<file path="src/rtl/ll_pkg.sv">
// Shared types for the linked-list write path: opcodes, response status, controller states
// and the end-of-list pointer helper.
package ll_pkg;

    typedef enum logic [2:0] {
        OpInsAlloc = 3'd0,
        OpWrNode   = 3'd1,
        OpWrData   = 3'd2,
        OpWrLink   = 3'd3,
        OpInsAfter = 3'd4
    } t_ll_wr_op;

    typedef enum logic [1:0] {
        StatOk      = 2'd0,
        StatErrFull = 2'd1,
        StatErrPtr  = 2'd2,
        StatErrOp   = 2'd3
    } t_ll_wr_status;

    typedef enum logic [2:0] {
        StIdle,
        StWrite,
        StRelink,
        StPop,
        StResp
    } t_ll_wr_v3_state;

    // All-ones value of a ptr_w-bit pointer, returned in the low bits of a 32-bit word.
    function automatic logic [31:0] ll_null_ptr(input int unsigned ptr_w);
        return (ptr_w >= 32) ? 32'hFFFF_FFFF : ((32'h1 << ptr_w) - 32'h1);
    endfunction

endpackage

</file>
<file path="src/rtl/ll_mem_wr_port.sv">
// One memory write channel: holds vld/addr/data from start until done is seen, and keeps
// a sticky done flag so the controller can wait for several channels in any order.
module ll_mem_wr_port #(
    parameter int unsigned ADDR_W = 5,
    parameter int unsigned DATA_W = 32
) (
    input  logic              clk,
    input  logic              reset_n,
    input  logic              start,
    input  logic              clear,
    input  logic [ADDR_W-1:0] start_addr,
    input  logic [DATA_W-1:0] start_data,
    input  logic              wr_done,
    output logic              wr_vld,
    output logic [ADDR_W-1:0] wr_addr,
    output logic [DATA_W-1:0] wr_data,
    output logic              done_seen
);

    logic done_q;

    always_ff @(posedge clk) begin
        if (!reset_n) begin
            wr_vld  <= 1'b0;
            wr_addr <= '0;
            wr_data <= '0;
            done_q  <= 1'b0;
        end else if (start) begin
            wr_vld  <= 1'b1;
            wr_addr <= start_addr;
            wr_data <= start_data;
            done_q  <= 1'b0;
        end else if (clear) begin
            wr_vld  <= 1'b0;
            done_q  <= 1'b0;
        end else if (wr_vld && wr_done) begin
            wr_vld  <= 1'b0;
            done_q  <= 1'b1;
        end
    end

    // Includes the done arriving this cycle so the controller can leave on the same edge.
    assign done_seen = done_q | (wr_vld & wr_done);

endmodule

</file>
<file path="src/rtl/ll_wr_ctrl_v3.sv">
// Linked-list write controller: takes one command, sequences data/nxtptr writes, relinks
// for mid-list inserts, pops the free pointer after all writes, then returns a response.
module ll_wr_ctrl_v3
    import ll_pkg::*;
#(
    parameter int unsigned      DATA_W   = 32,
    parameter int unsigned      PTR_W    = 5,
    parameter logic [PTR_W-1:0] NULL_PTR = PTR_W'(ll_null_ptr(PTR_W))
) (
    input  logic              clk,
    input  logic              reset_n,
    input  logic              cmd_vld,
    output logic              cmd_rdy,
    input  logic [2:0]        cmd_op,
    input  logic [PTR_W-1:0]  cmd_node_ptr,
    input  logic [PTR_W-1:0]  cmd_link_ptr,
    input  logic [DATA_W-1:0] cmd_data,
    output logic              rsp_vld,
    input  logic              rsp_rdy,
    output logic [PTR_W-1:0]  rsp_ptr,
    output logic [1:0]        rsp_status,
    output logic              data_mem_wr_vld,
    output logic [PTR_W-1:0]  data_mem_wr_addr,
    output logic [DATA_W-1:0] data_mem_wr_data,
    input  logic              data_mem_wr_done,
    output logic              nxtptr_mem_wr_vld,
    output logic [PTR_W-1:0]  nxtptr_mem_wr_addr,
    output logic [PTR_W-1:0]  nxtptr_mem_wr_data,
    input  logic              nxtptr_mem_wr_done,
    input  logic [PTR_W-1:0]  free_ptr,
    input  logic              free_empty,
    output logic              free_pop
);

    t_ll_wr_v3_state  state_q;
    t_ll_wr_op        op_q;
    t_ll_wr_status    status_q;
    logic [PTR_W-1:0] node_q, alloc_q, rsp_ptr_q;

    logic             hs, go, op_legal, op_alloc;
    t_ll_wr_status    hs_status;
    logic [PTR_W-1:0] tgt_ptr;

    always_comb begin
        op_legal  = cmd_op <= 3'd4;
        op_alloc  = (cmd_op == OpInsAlloc) || (cmd_op == OpInsAfter);
        hs_status = StatOk;
        if (!op_legal) begin
            hs_status = StatErrOp;
        end else if ((cmd_op != OpInsAlloc) && (cmd_node_ptr == NULL_PTR)) begin
            hs_status = StatErrPtr;
        end else if (op_alloc && free_empty) begin
            hs_status = StatErrFull;
        end
        tgt_ptr = op_alloc ? free_ptr : cmd_node_ptr;
    end

    assign cmd_rdy = reset_n & (state_q == StIdle);
    assign hs      = cmd_vld & cmd_rdy;
    assign go      = hs & (hs_status == StatOk);

    logic              d_start, d_vld, d_done;
    logic [PTR_W-1:0]  d_addr;
    logic [DATA_W-1:0] d_data;
    logic              n_start, n_vld, n_done;
    logic [PTR_W-1:0]  n_addr, n_data, n_start_addr, n_start_data;
    logic              need_data, need_nxt, write_done, relink_start, port_clear;

    assign need_data    = op_q != OpWrLink;
    assign need_nxt     = op_q != OpWrData;
    assign write_done   = (!need_data || d_done) && (!need_nxt || n_done);
    // The nxtptr channel is reused for the relink write once the first pass completes.
    assign relink_start = (state_q == StWrite) && write_done && (op_q == OpInsAfter);
    assign d_start      = go && (cmd_op != OpWrLink);
    assign n_start      = (go && (cmd_op != OpWrData)) || relink_start;
    assign n_start_addr = relink_start ? node_q : tgt_ptr;
    assign n_start_data = relink_start ? alloc_q : cmd_link_ptr;
    assign port_clear   = state_q == StResp;

    ll_mem_wr_port #(.ADDR_W(PTR_W), .DATA_W(DATA_W)) u_data_port (
        .clk        (clk),
        .reset_n    (reset_n),
        .start      (d_start),
        .clear      (port_clear),
        .start_addr (tgt_ptr),
        .start_data (cmd_data),
        .wr_done    (data_mem_wr_done),
        .wr_vld     (d_vld),
        .wr_addr    (d_addr),
        .wr_data    (d_data),
        .done_seen  (d_done)
    );

    ll_mem_wr_port #(.ADDR_W(PTR_W), .DATA_W(PTR_W)) u_nxtptr_port (
        .clk        (clk),
        .reset_n    (reset_n),
        .start      (n_start),
        .clear      (port_clear),
        .start_addr (n_start_addr),
        .start_data (n_start_data),
        .wr_done    (nxtptr_mem_wr_done),
        .wr_vld     (n_vld),
        .wr_addr    (n_addr),
        .wr_data    (n_data),
        .done_seen  (n_done)
    );

    always_ff @(posedge clk) begin
        if (!reset_n) begin
            state_q   <= StIdle;
            op_q      <= OpInsAlloc;
            status_q  <= StatOk;
            node_q    <= '0;
            alloc_q   <= '0;
            rsp_ptr_q <= '0;
        end else begin
            case (state_q)
                StIdle: if (hs) begin
                    op_q      <= t_ll_wr_op'(cmd_op);
                    node_q    <= cmd_node_ptr;
                    alloc_q   <= free_ptr;
                    rsp_ptr_q <= (op_alloc && (hs_status == StatOk)) ? free_ptr : cmd_node_ptr;
                    status_q  <= hs_status;
                    state_q   <= go ? StWrite : StResp;
                end
                StWrite: if (write_done) begin
                    state_q <= (op_q == OpInsAfter) ? StRelink :
                               (op_q == OpInsAlloc) ? StPop : StResp;
                end
                StRelink: if (n_done) state_q <= StPop;
                StPop:    state_q <= StResp;
                StResp:   if (rsp_rdy) state_q <= StIdle;
                default:  state_q <= StIdle;
            endcase
        end
    end

    // Reset is synchronous, so outputs are also gated to read zero while it is held.
    assign rsp_vld            = reset_n & (state_q == StResp);
    assign rsp_ptr            = reset_n ? rsp_ptr_q : '0;
    assign rsp_status         = reset_n ? status_q : StatOk;
    assign free_pop           = reset_n & (state_q == StPop);
    assign data_mem_wr_vld    = reset_n & d_vld;
    assign data_mem_wr_addr   = reset_n ? d_addr : '0;
    assign data_mem_wr_data   = reset_n ? d_data : '0;
    assign nxtptr_mem_wr_vld  = reset_n & n_vld;
    assign nxtptr_mem_wr_addr = reset_n ? n_addr : '0;
    assign nxtptr_mem_wr_data = reset_n ? n_data : '0;

endmodule

</file>
<file path="config.mk">
export PLATFORM = sky130hd
export DESIGN_NAME = ll_wr_ctrl_v3
export DESIGN_NICKNAME = d
export VERILOG_FILES = /design/src/rtl/ll_pkg.sv /design/src/rtl/ll_mem_wr_port.sv /design/src/rtl/ll_wr_ctrl_v3.sv
export SDC_FILE = /design/constraint.sdc
export NUM_CORES = 1
export LEC_CHECK = 0
export CAP_MARGIN = 20
export CORE_MARGIN = 2
export CORE_UTILIZATION = 41
export DETAILED_ROUTE_END_ITERATION = 12
export GPL_ROUTABILITY_DRIVEN = 0
export GPL_TIMING_DRIVEN = 0
export PLACE_DENSITY = 0.88
export SYNTH_ARGS = -nofsm -noshare
export SYNTH_HDL_FRONTEND = slang
export SYNTH_SLANG_ARGS = --single-unit
</file>
<file path="constraint.sdc">
create_clock -name clk -period 2 [get_ports clk]
set_clock_uncertainty 0.05 [all_clocks]
set_input_delay 0.3 -clock clk [delete_from_list [all_inputs] [get_ports clk]]
set_output_delay 0.3 -clock clk [all_outputs]
set_load 0.005 [all_outputs]
</file>
==> results of run 1 <==
## timing repair
action	CTS	global route
resized for setup	21	23
endpoints found under the hold margin	0	0
endpoints found under the setup margin	59	45
hold buffers	0	0
setup buffers	9	1
pin swaps	2	5
## logic make-up (layout without fill, tap and decap cells)
family | count (synthesis) | count (layout)
AND/OR/NAND/NOR | 147 | 147
flip-flops | 74 | 74
adder cells (fa/ha/maj) | 1 | 1
buffers and inverters | 31 | 169
multiplexers | 51 | 51
AO/OA/AOI/OAI | 51 | 51
## worst max path at each step
stage	from	end	slack, ps	depth (start not counted)
4_1_cts	reset_n	nxtptr_mem_wr_data[3]	10	5
6_report	free_empty	u_data_port.wr_data[22]$_SDFFE_PN0P_	40	8
3_3_place_gp	cmd_node_ptr[4]	u_data_port.wr_data[20]$_SDFFE_PN0P_	-620	8
5_1_grt	free_empty	u_data_port.wr_data[26]$_SDFFE_PN0P_	-10	8
2_1_floorplan	cmd_op[2]	u_data_port.wr_data[20]$_SDFFE_PN0P_	60	6
3_5_place_dp	cmd_node_ptr[4]	u_data_port.wr_data[21]$_SDFFE_PN0P_	-650	8
## layer usage
metal	up-vias	share of wire, %	wire (µm)
met2	126	50	4670
met4	0	1.5	142
met5	-	0	0
met1	1454	42	3920
met3	17	6.7	628
li1	1503	-	-
## metrics by stage
step / setup WS [ps] / hold slack, ps / area, µm² / util (%)
3_3_place_gp: -623 / 392 / 4610 / 58.8
6_report: 36.0 / 328 / 5040 / 64.2
5_1_grt: -9.74 / 340 / 5040 / 64.2
4_1_cts: 11.5 / 299 / 5000 / 63.8
2_1_floorplan: 61.8 / 349 / 3360 / -
3_5_place_dp: -650 / 402 / 4610 / 58.8
## placed cells by master (no fill, tap or decap), drive strengths merged, types with 3 or more instances in the layout
| cell | n |
|---|---|
| nand2 | 39 |
| and2 | 51 |
| nor2b | 3 |
| mux2i | 18 |
| nor2 | 10 |
| inv | 9 |
| mux2 | 33 |
| dfxtp | 74 |
| or4b | 6 |
| clkbuf | 22 |
| nand2b | 4 |
| nand3b | 4 |
| clkdlybuf4s50 | 105 |
| bufinv | 5 |
| nand4 | 3 |
| o21ai | 18 |
| dlygate4sd2 | 8 |
| a21oi | 15 |
| o211ai | 6 |
| buf | 19 |
| and3 | 3 |
| nand3 | 15 |
| nor3 | 6 |
## flip-flops by register name, indices dropped and copies added (netlist names)
| signal | flops |
|---|---|
| u_data_port.wr_data | 32 |
| node_q | 5 |
| u_data_port.done_q | 1 |
| op_q | 3 |
| u_data_port.wr_addr | 5 |
| u_nxtptr_port.wr_data | 5 |
| u_data_port.wr_vld | 1 |
| u_nxtptr_port.wr_vld | 1 |
| state_q | 3 |
| u_nxtptr_port.done_q | 1 |
| status_q | 2 |
| u_nxtptr_port.wr_addr | 5 |
| rsp_ptr_q | 5 |
| alloc_q | 5 |
## worst reg2reg max path: cells and delay by family (launching register included)
kind | cells | cell delay (ps)
simple gates | 3 | 840
flops | 1 | 370
buf+inv | 2 | 260
compound gates | 2 | 310
## report_power, final
group	switching [mW]	internal (mW)
clock network	0.583	1.08
registers	0.0342	1.57
logic	0.249	0.322
total	0.866	2.98
## final cells by class
type	instances	area, µm²	area share (%)
flip-flops and latches	74	1490	29.5
well taps	102	128	2.53
inverters	8	30.0	0.596
multi-input cells	250	1740	34.6
clock buffers	9	124	2.46
clock inverters	7	164	3.25
plain buffers	22	153	3.03
repair buffers	123	1210	24.0
==> flow_summary.toml, run 1 <==
[run_status]
outcome = "finished clean"

[placed_design]
numPortBuffers = 113
detailedPlacementHpwl_um = 6740
dp.cells = 570

[cts]
tritoncts_clock_tree = "yes"
cts_made_buffers = 9
cts_max_path_buffers = 2
cts.reportedPaths.clkPinSlew_ps = 80
clock_sink_total = 74
cts_max_level = 3
clkLatencyLatePin_ps = 350
cts_root_buffer = "clkbuf_8"

[route]
detail_route.wl_per_cell_um = 15.7
dr.first_iter.drc_count = 208
post_drt_via_cell_ratio = 5.21
dr_total_vias = 3100
postRouteWirelength_um = 9360
drtAntennaViolNets = 0
drcViolationCount = 0
drtPass1Iterations = 4

[flow_run]
maxCapViolations = 0

[synthesis]
synthTopCellsByCount = "dfxtp_1 (74), and2_1 (51), nand2_1 (39)"
ys_ff_latch = 74
synthArstFlopShare_pct = 0
synth_enable_flop_cells = 0
yosys-mux-area-fraction_pct = 16.4
combinational_family_with_the_most_area_after_synthesis = "simple AND/OR/NAND/NOR gates"
synthesis.area_per_instance_um2 = 9.45
netlist_instances = 355
netlist.top_cell.by_area = "dfxtp_1"
post_synth_main_area_contributors = "dfxtp_1 (44%), and2_1 (9.5%), mux2_2 (8.4%), mux2i_1 (5.4%), nand2_1 (4.4%)"
synth_largest_type_area_fraction_pct = 44.1
synth_xor_xnor_area_share_pct = 0
postSynth.topFlopCell = "dfxtp_1"
synth_nets = 412
yosys.cell_count.top_type = "dfxtp_1"
yosys.area_share.simple_pct = 24.8
share_of_synthesized_area_occupied_by_flip_flops_and_latches_pct = 44.1
synth_cell_types = 44
synth_fa_ha_area_share_pct = 0.298
synth_warnings = 0
syn-cell-area_um2 = 3360
area_fraction_in_compound_gates_after_synthesis_pct = 9.62

[global_route]
first_global_vias = 2953
pin_count_of_the_biggest_net_entering_global_routing = 14
first_pass_grt_wire_length_um = 15000
global_route.peak_usage_layer = "met2"
number_of_antenna_violations_at_the_first_check_in_global_routing = 0
groute.layer.met2.usage_pct = 36.5
met3_usage_pct = 5.35
remaining_global_route_overflow = 0
global_route.usage.total_pct = 21.9
grtUsageMet1_pct = 28.8

[finish]
synthToLayoutAreaGrowth_pct = 50.1
post_route_cells_drive_above_1_share_pct = 16.6
post_layout_nonfiller_instances = 595
num-fill-cells = 640
final_nets = 545
antenna-diode-count = 0

[critical_path]
ff2ff_setup_slack_ps = 100
delay_of_the_slowest_cell_on_the_worst_path_ps = 480
setup.worst_path.start_class = "primary input"
critical_path.reg2reg.startpoint = "state_q[2]$_SDFFE_PN0P_"
critical_path_endpoint_category = "flip-flop"
crit_arrival_ps = 2150
worst-r2r-cell-count = 7
timing.critical_path.fanout_max = 10
cp_num_buf_inv = 3
worstReg2RegEnd = "u_nxtptr_port.wr_addr[1]$_SDFFE_PN0P_"
slowest_cp_cell = "clkdlybuf4s50_1"
worstPathRequired_ps = 2190
cp_cell_sequence = "clkdlybuf4s50_1 > nor2b_1 > a211oi_2 > nand3_1 > a21oi_4 > buf_8 > buf_12 > mux2_1"
gate_family_responsible_for_the_most_delay_along_the_worst_path = "buffers and inverters"
worst_setup_path_class = "primary input to flip-flop"

[timing]
min_period_over_period_pct = 98.2
rsz0062_at_grt = "true"
report.final.slew_viol_count = 0
setup_tns_ps = 0
max_freq_mhz = 509
worst-slew-pin-transition_ps = 463
finalHoldViolCount = 0
slew_headroom_pct = 69.1
setup_viol = 0
layout_min_cycle_time_ps = 1960

[floorplanning]
floorplan_die_width_um = 94.5
design.core.area_um2 = 7850
effective_utilization_at_floorplan_pct = 42.8
floorplan.die.height_um = 94.5
floorplan.rows = 32
die_area_um2 = 8920
io-pin-count = 116

[worst_hold_path]
hp-start = "cmd_op[2]"
hold_path_depth = 3
hold_path.class = "primary input to flip-flop"
whs_endpoint = "status_q[0]$_SDFFE_PN0P_"

[power]
power.total_mw = 3.84
max-vdd-ir-drop_uv = 624
p_per_area_nw_per_um2 = 763
p_leak_nw = 2.10
Note: power is estimated with default switching activity, not from simulation.
==> inputs of run 2 (changes only) <==
--- a/config.mk
+++ b/config.mk
@@ -12,6 +12,7 @@
 export GPL_ROUTABILITY_DRIVEN = 0
 export GPL_TIMING_DRIVEN = 0
 export PLACE_DENSITY = 0.88
+export REMOVE_ABC_BUFFERS = 1
 export SYNTH_ARGS = -nofsm -noshare
 export SYNTH_HDL_FRONTEND = slang
 export SYNTH_SLANG_ARGS = --single-unit
==> run 2 against run 1 <==
Worst setup slack improved by 17 ps. Core utilization rose by 0.64 points. Sequential share of layout area fell by 0.24 points. First-iteration DRC count fell by 13%. Largest cell class unchanged. Total power fell by 5.5%. Non-clock buffer count fell by 10. Die area did not move. Hold slack got worse by 85 ps. Combinational power rose by 1%.
==> flow_summary.toml, run 2 (synthesis gave the netlist of run 1 again) <==
[run_status]
outcome = "finished clean"

[cts]
tritoncts_clock_tree = "yes"
clkLatencyLatePin_ps = 330
cts_max_path_buffers = 2
postCtsHoldBufs = 0
cts_made_buffers = 9
cts_max_level = 3
cts.reportedPaths.clkPinSlew_ps = 80
cts_root_buffer = "clkbuf_8"
clock_sink_total = 74

[route]
postRouteWirelength_um = 9180
dr_total_vias = 3078
post_drt_via_cell_ratio = 5.23
detail_route.wl_per_cell_um = 15.6
drcViolationCount = 0
drtAntennaViolNets = 0
drtPass1Iterations = 4
dr.first_iter.drc_count = 181

[flow_run]
maxCapViolations = 0

[global_route]
remaining_global_route_overflow = 0
pin_count_of_the_biggest_net_entering_global_routing = 34
global_route.peak_usage_layer = "met2"
groute.layer.met2.usage_pct = 35.1
first_global_vias = 3037
global_route.usage.total_pct = 20.8
first_pass_grt_wire_length_um = 14400
grtUsageMet1_pct = 25.9
met3_usage_pct = 5.75
number_of_antenna_violations_at_the_first_check_in_global_routing = 1

[critical_path]
cp_num_buf_inv = 3
worst-r2r-cell-count = 5
cp_common_cell = "buf_12"
critical_path_endpoint_category = "flip-flop"
crit_arrival_ps = 2120
cp_cell_sequence = "dlygate4sd2_1 > nand2_2 > nor2_1 > or4b_4 > a21oi_4 > buf_12 > buf_12 > mux2_2"
worst_setup_path_class = "primary input to flip-flop"
worstPathRequired_ps = 2170
critical_path.reg2reg.startpoint = "state_q[2]$_SDFFE_PN0P_"
ff2ff_setup_slack_ps = 70
timing.critical_path.fanout_max = 11
worstReg2RegEnd = "u_nxtptr_port.wr_addr[2]$_SDFFE_PN0P_"
gate_family_responsible_for_the_most_delay_along_the_worst_path = "simple AND/OR/NAND/NOR gates"
slowest_cp_cell = "or4b_4"
delay_of_the_slowest_cell_on_the_worst_path_ps = 540
setup.worst_path.start_class = "primary input"

[finish]
max_ffs_per_register = 32
final_nets = 537
mostFrequentLayoutCell = "clkdlybuf4s50_1"
mostFrequentLayoutCells = "clkdlybuf4s50_1 (103), dfxtp_1 (71), and2_1 (51)"
post_route_cells_drive_above_1_share_pct = 16.7
num-fill-cells = 690
top_register_by_number_of_flip_flops = "u_data_port.wr_data"
synthToLayoutAreaGrowth_pct = 51.6

[floorplanning]
floorplan.die.height_um = 94.5
die_area_um2 = 8920
io-pin-count = 116
design.core.area_um2 = 7850
floorplan.rows = 32
effective_utilization_at_floorplan_pct = 42.8
floorplan_die_width_um = 94.5

[timing]
slew_headroom_pct = 60.1
report.final.slew_viol_count = 0
min_period_over_period_pct = 97.3
setup_viol = 0
max_freq_mhz = 514
timing.hold.ws_ps = 243
worst-slew-pin-transition_ps = 594
rsz0062_at_grt = "false"
finalHoldViolCount = 0
layout_min_cycle_time_ps = 1950

[power]
max-vdd-ir-drop_uv = 436
p_per_area_nw_per_um2 = 714
p_leak_nw = 2.13
power.total_mw = 3.63

[worst_hold_path]
hold_path.class = "primary input to flip-flop"
hp-start = "reset_n"
hold_path_depth = 3
whs_endpoint = "u_nxtptr_port.wr_data[0]$_SDFFE_PN0P_"

[placed_design]
detailedPlacementHpwl_um = 5720
numPortBuffers = 115
-- run 2: changes by cell type in the layout (fill, tap and decap cells not counted), sizes merged, moves of 2 or more --
cell / delta
clkdlybuf4s50: -2
dlymetal6s2s: +3
clkbuf: -11
bufinv: -2
-- run 2: layout make-up --
| type | instances | area, µm² | share of cell area, % |
|---|---|---|---|
| diodes | 1 | 2.50 | 0.0492 |
| repair buffers | 135 | 1400 | 27.6 |
| well taps | 102 | 128 | 2.51 |
| clock buffers | 11 | 151 | 2.98 |
| multi-input cells | 252 | 1780 | 35.1 |
| flip-flops and latches | 74 | 1490 | 29.3 |
| inverters | 8 | 30.0 | 0.590 |
| clock inverters | 5 | 100 | 1.97 |
-- run 2: power by group --
part	switching, mW	leakage, nW	internal, mW
clock	0.556	0.129	0.893
sequential	0.0334	0.607	1.57
combinational	0.246	1.40	0.333
-- run 2: per-stage QoR --
step	util (%)	cells	TNS, ps	instance area [µm²]	worst slack (ps)
final	64.8	588	0	5090	53.1
after global routing	64.8	588	0	5090	9.67
after CTS	63.6	579	0	4990	2.33
after detailed placement	58.0	551	-57720	4550	-1120
after global placement	57.4	549	-271350	4510	-2690
after floorplan	-	332	-9910	3230	-288
-- run 2: worst max-delay path by stage --
stage	startpoint	endpoint	slack (ps)	cells past startpoint
global route	cmd_node_ptr[1]	u_data_port.wr_data[9]$_SDFFE_PN0P_	10	8
finish	cmd_node_ptr[4]	u_data_port.wr_data[16]$_SDFFE_PN0P_	50	8
detailed placement	cmd_node_ptr[2]	u_data_port.wr_data[27]$_SDFFE_PN0P_	-1120	7
CTS	reset_n	free_pop	2	5
floorplan	cmd_node_ptr[1]	u_data_port.wr_data[0]$_SDFFE_PN0P_	-290	5
global placement	reset_n	u_data_port.wr_data[18]$_SDFFE_PN0P_	-2690	5
-- run 2: per-layer routing --
metal / routed length (µm) / up-vias
li1: - / 1480
met1: 3700 / 1470
met2: 4560 / 115
met3: 783 / 13
met4: 137 / 0
met5: 0 / -
-- run 2: repair_timing --
item / in CTS / in global routing
setup buffers: 8 / 8
resized for setup: 21 / 10
setup endpoints to repair: 95 / 37
endpoints found under the hold margin: 0 / 0
pin swaps: 5 / 3
cloned: 4 / 0
-- run 2: worst min-delay path, stage by stage --
cell and delay, ps:
buf_6 150, o21ai_0 90, a21oi_1 40
==> inputs of run 3 (changes only) <==
--- a/config.mk
+++ b/config.mk
@@ -13,6 +13,7 @@
 export GPL_TIMING_DRIVEN = 0
 export PLACE_DENSITY = 0.88
 export REMOVE_ABC_BUFFERS = 1
+export SETUP_SLACK_MARGIN = 0.4
 export SYNTH_ARGS = -nofsm -noshare
 export SYNTH_HDL_FRONTEND = slang
 export SYNTH_SLANG_ARGS = --single-unit
==> run 3 against run 2 <==
First-iteration DRC count grew 24%. Highest routed layer unchanged. Worst setup slack better by 130 ps. Largest cell class unchanged. Largest power group unchanged. Cell count is 6.5% higher. Maximum frequency rose by 6.9%. Sequential share of layout area down 3.2 points. Total power increased by 5.2%.
==> flow_summary.toml, run 3 (synthesis gave the netlist of run 1 again) <==
[finish]
mostFrequentLayoutCells = "dfxtp_1 (65), and2_1 (51), clkdlybuf4s50_1 (44)"
multi_input_area_um2 = 2020
final_nets = 576
antenna-diode-count = 0
num-fill-cells = 568
post_route_cells_drive_above_1_share_pct = 30.2
register_area_um2 = 1500
stdcell_area_um2 = 5770
mostFrequentLayoutCell = "dfxtp_1"
synthToLayoutAreaGrowth_pct = 72.0
max_ffs_per_register = 32
top_register_by_number_of_flip_flops = "u_data_port.wr_data"

[cts]
cts_root_buffer = "clkbuf_8"
cts_made_buffers = 9
clock_sink_total = 74
postCtsHoldBufs = 0
clkLatencyLatePin_ps = 350
cts_max_level = 3
cts_max_path_buffers = 2
cts.reportedPaths.clkPinSlew_ps = 80
tritoncts_clock_tree = "yes"

[timing]
worst-slew-pin-transition_ps = 511
slew_headroom_pct = 65.9
min_period_over_period_pct = 91.1
finalHoldViolCount = 0
max_freq_mhz = 549
rsz0062_at_grt = "true"
report.final.slew_viol_count = 0
layout_min_cycle_time_ps = 1820
setup_viol = 0

[critical_path]
timing.critical_path.fanout_max = 8
worst-r2r-cell-count = 7
setup.worst_path.start_class = "primary input"
critical_path_endpoint_category = "flip-flop"
cp_num_buf_inv = 4
cp_common_cell = "buf_12"
ff2ff_setup_slack_ps = 210
slowest_cp_cell = "mux2_4"
cp_cell_sequence = "clkdlybuf4s15_1 > nor2b_1 > a211oi_2 > nand3_2 > a21oi_4 > buf_12 > buf_12 > buf_16 > mux2_4"
worstReg2RegEnd = "u_data_port.wr_data[27]$_SDFFE_PN0P_"
worstPathRequired_ps = 2190
crit_arrival_ps = 2010
worst_setup_path_class = "primary input to flip-flop"
delay_of_the_slowest_cell_on_the_worst_path_ps = 300
critical_path.reg2reg.startpoint = "state_q[2]$_SDFFE_PN0P_"
gate_family_responsible_for_the_most_delay_along_the_worst_path = "buffers and inverters"

[global_route]
first_pass_grt_wire_length_um = 17800
pin_count_of_the_biggest_net_entering_global_routing = 32
first_global_vias = 3554
remaining_global_route_overflow = 0
global_route.usage.total_pct = 26.1
number_of_antenna_violations_at_the_first_check_in_global_routing = 0

[power]
p_leak_nw = 2.88
max-vdd-ir-drop_uv = 456
power.total_mw = 3.82
p_per_area_nw_per_um2 = 662

[floorplanning]
floorplan_die_width_um = 94.5
effective_utilization_at_floorplan_pct = 42.8
floorplan.rows = 32
io-pin-count = 116
floorplan.die.height_um = 94.5
die_area_um2 = 8920
design.core.area_um2 = 7850

[worst_hold_path]
whs_endpoint = "node_q[1]$_SDFFE_PN0P_"
hold_path_depth = 3
hp-start = "cmd_node_ptr[1]"
hold_path.class = "primary input to flip-flop"

[route]
dr_total_vias = 3427
drtAntennaViolNets = 0
drtPass1Iterations = 5
post_drt_via_cell_ratio = 5.47
drcViolationCount = 0
dr.first_iter.drc_count = 225
postRouteWirelength_um = 11800
detail_route.wl_per_cell_um = 18.9

[placed_design]
instance_area_after_placement_um2 = 4550
detailedPlacementHpwl_um = 5720
numPortBuffers = 115

[flow_run]
maxCapViolations = 0

[run_status]
outcome = "finished clean"
run 3: changes by cell type in the layout (fill, tap and decap cells not counted), sizes merged:
cell,change
clkbuf,+3
bufbuf,-1
a31o,+1
dlymetal6s2s,+14
clkdlybuf4s50,-59
buf,+46
diode,-1
clkdlybuf4s15,+1
dlygate4sd2,+33
and3,+1
run 3: where the power goes:
part | switching (mW) | leakage (nW) | internal [mW]
logic | 0.326 | 2.14 | 0.431
clock network | 0.568 | 0.129 | 0.893
registers | 0.0320 | 0.610 | 1.57
run 3: per-stage QoR:
step / hold WS, ps / setup TNS, ps / cells / utilization, % / setup slack, ps
after CTS: 125 / 0 / 616 / 70.4 / 220
after detailed placement: 395 / -57720 / 551 / 58.0 / -1120
after global routing: 150 / 0 / 626 / 73.5 / 182
final: 151 / 0 / 626 / 73.5 / 178
after floorplan: 349 / -9910 / 332 / - / -288
after global placement: 391 / -271350 / 549 / 57.4 / -2690
run 3: metal layers:
metal | track usage (%) | vias to the layer above | routed length [µm]
li1 | - | 1562 | -
met1 | 29.8 | 1622 | 4550
met2 | 43.6 | 192 | 5780
met3 | 7.90 | 51 | 1040
met4 | 14.1 | 0 | 454
met5 | 0 | - | 0
run 3: what timing repair did:
action / CTS / global route
pin swaps: 20 / 9
resized for setup: 174 / 44
gates cloned: 8 / 2
setup endpoints to repair: 132 / 76
endpoints found under the hold margin: 0 / 0
setup buffers: 41 / 8
run 3: worst register-to-register path: stages (launching register included):
cell and delay, ps:
dfxtp_4 360, and2b_2 260, nand3_4 150, a21oi_4 190, buf_12 150, buf_12 110
buf_16 130, mux2_4 300
run 3: layout make-up:
class / count / share of cell area (%)
clock buffer: 11 / 2.62
clock inverter: 5 / 1.73
inverter: 8 / 0.520
multi-input combinational: 254 / 34.9
sequential: 74 / 26.0
tap: 102 / 2.21
timing repair buffer: 172 / 31.9
run 3: worst max path at each step:
stage | startpoint | to | depth (start not counted)
after detailed placement | cmd_node_ptr[2] | u_data_port.wr_data[27]$_SDFFE_PN0P_ | 7
after CTS | reset_n | data_mem_wr_data[21] | 4
after global placement | reset_n | u_data_port.wr_data[18]$_SDFFE_PN0P_ | 5
after global routing | state_q[2]$_SDFFE_PN0P_ | u_data_port.wr_data[16]$_SDFFE_PN0P_ | 7
after floorplan | cmd_node_ptr[1] | u_data_port.wr_data[0]$_SDFFE_PN0P_ | 5
final | free_empty | u_data_port.wr_data[27]$_SDFFE_PN0P_ | 9
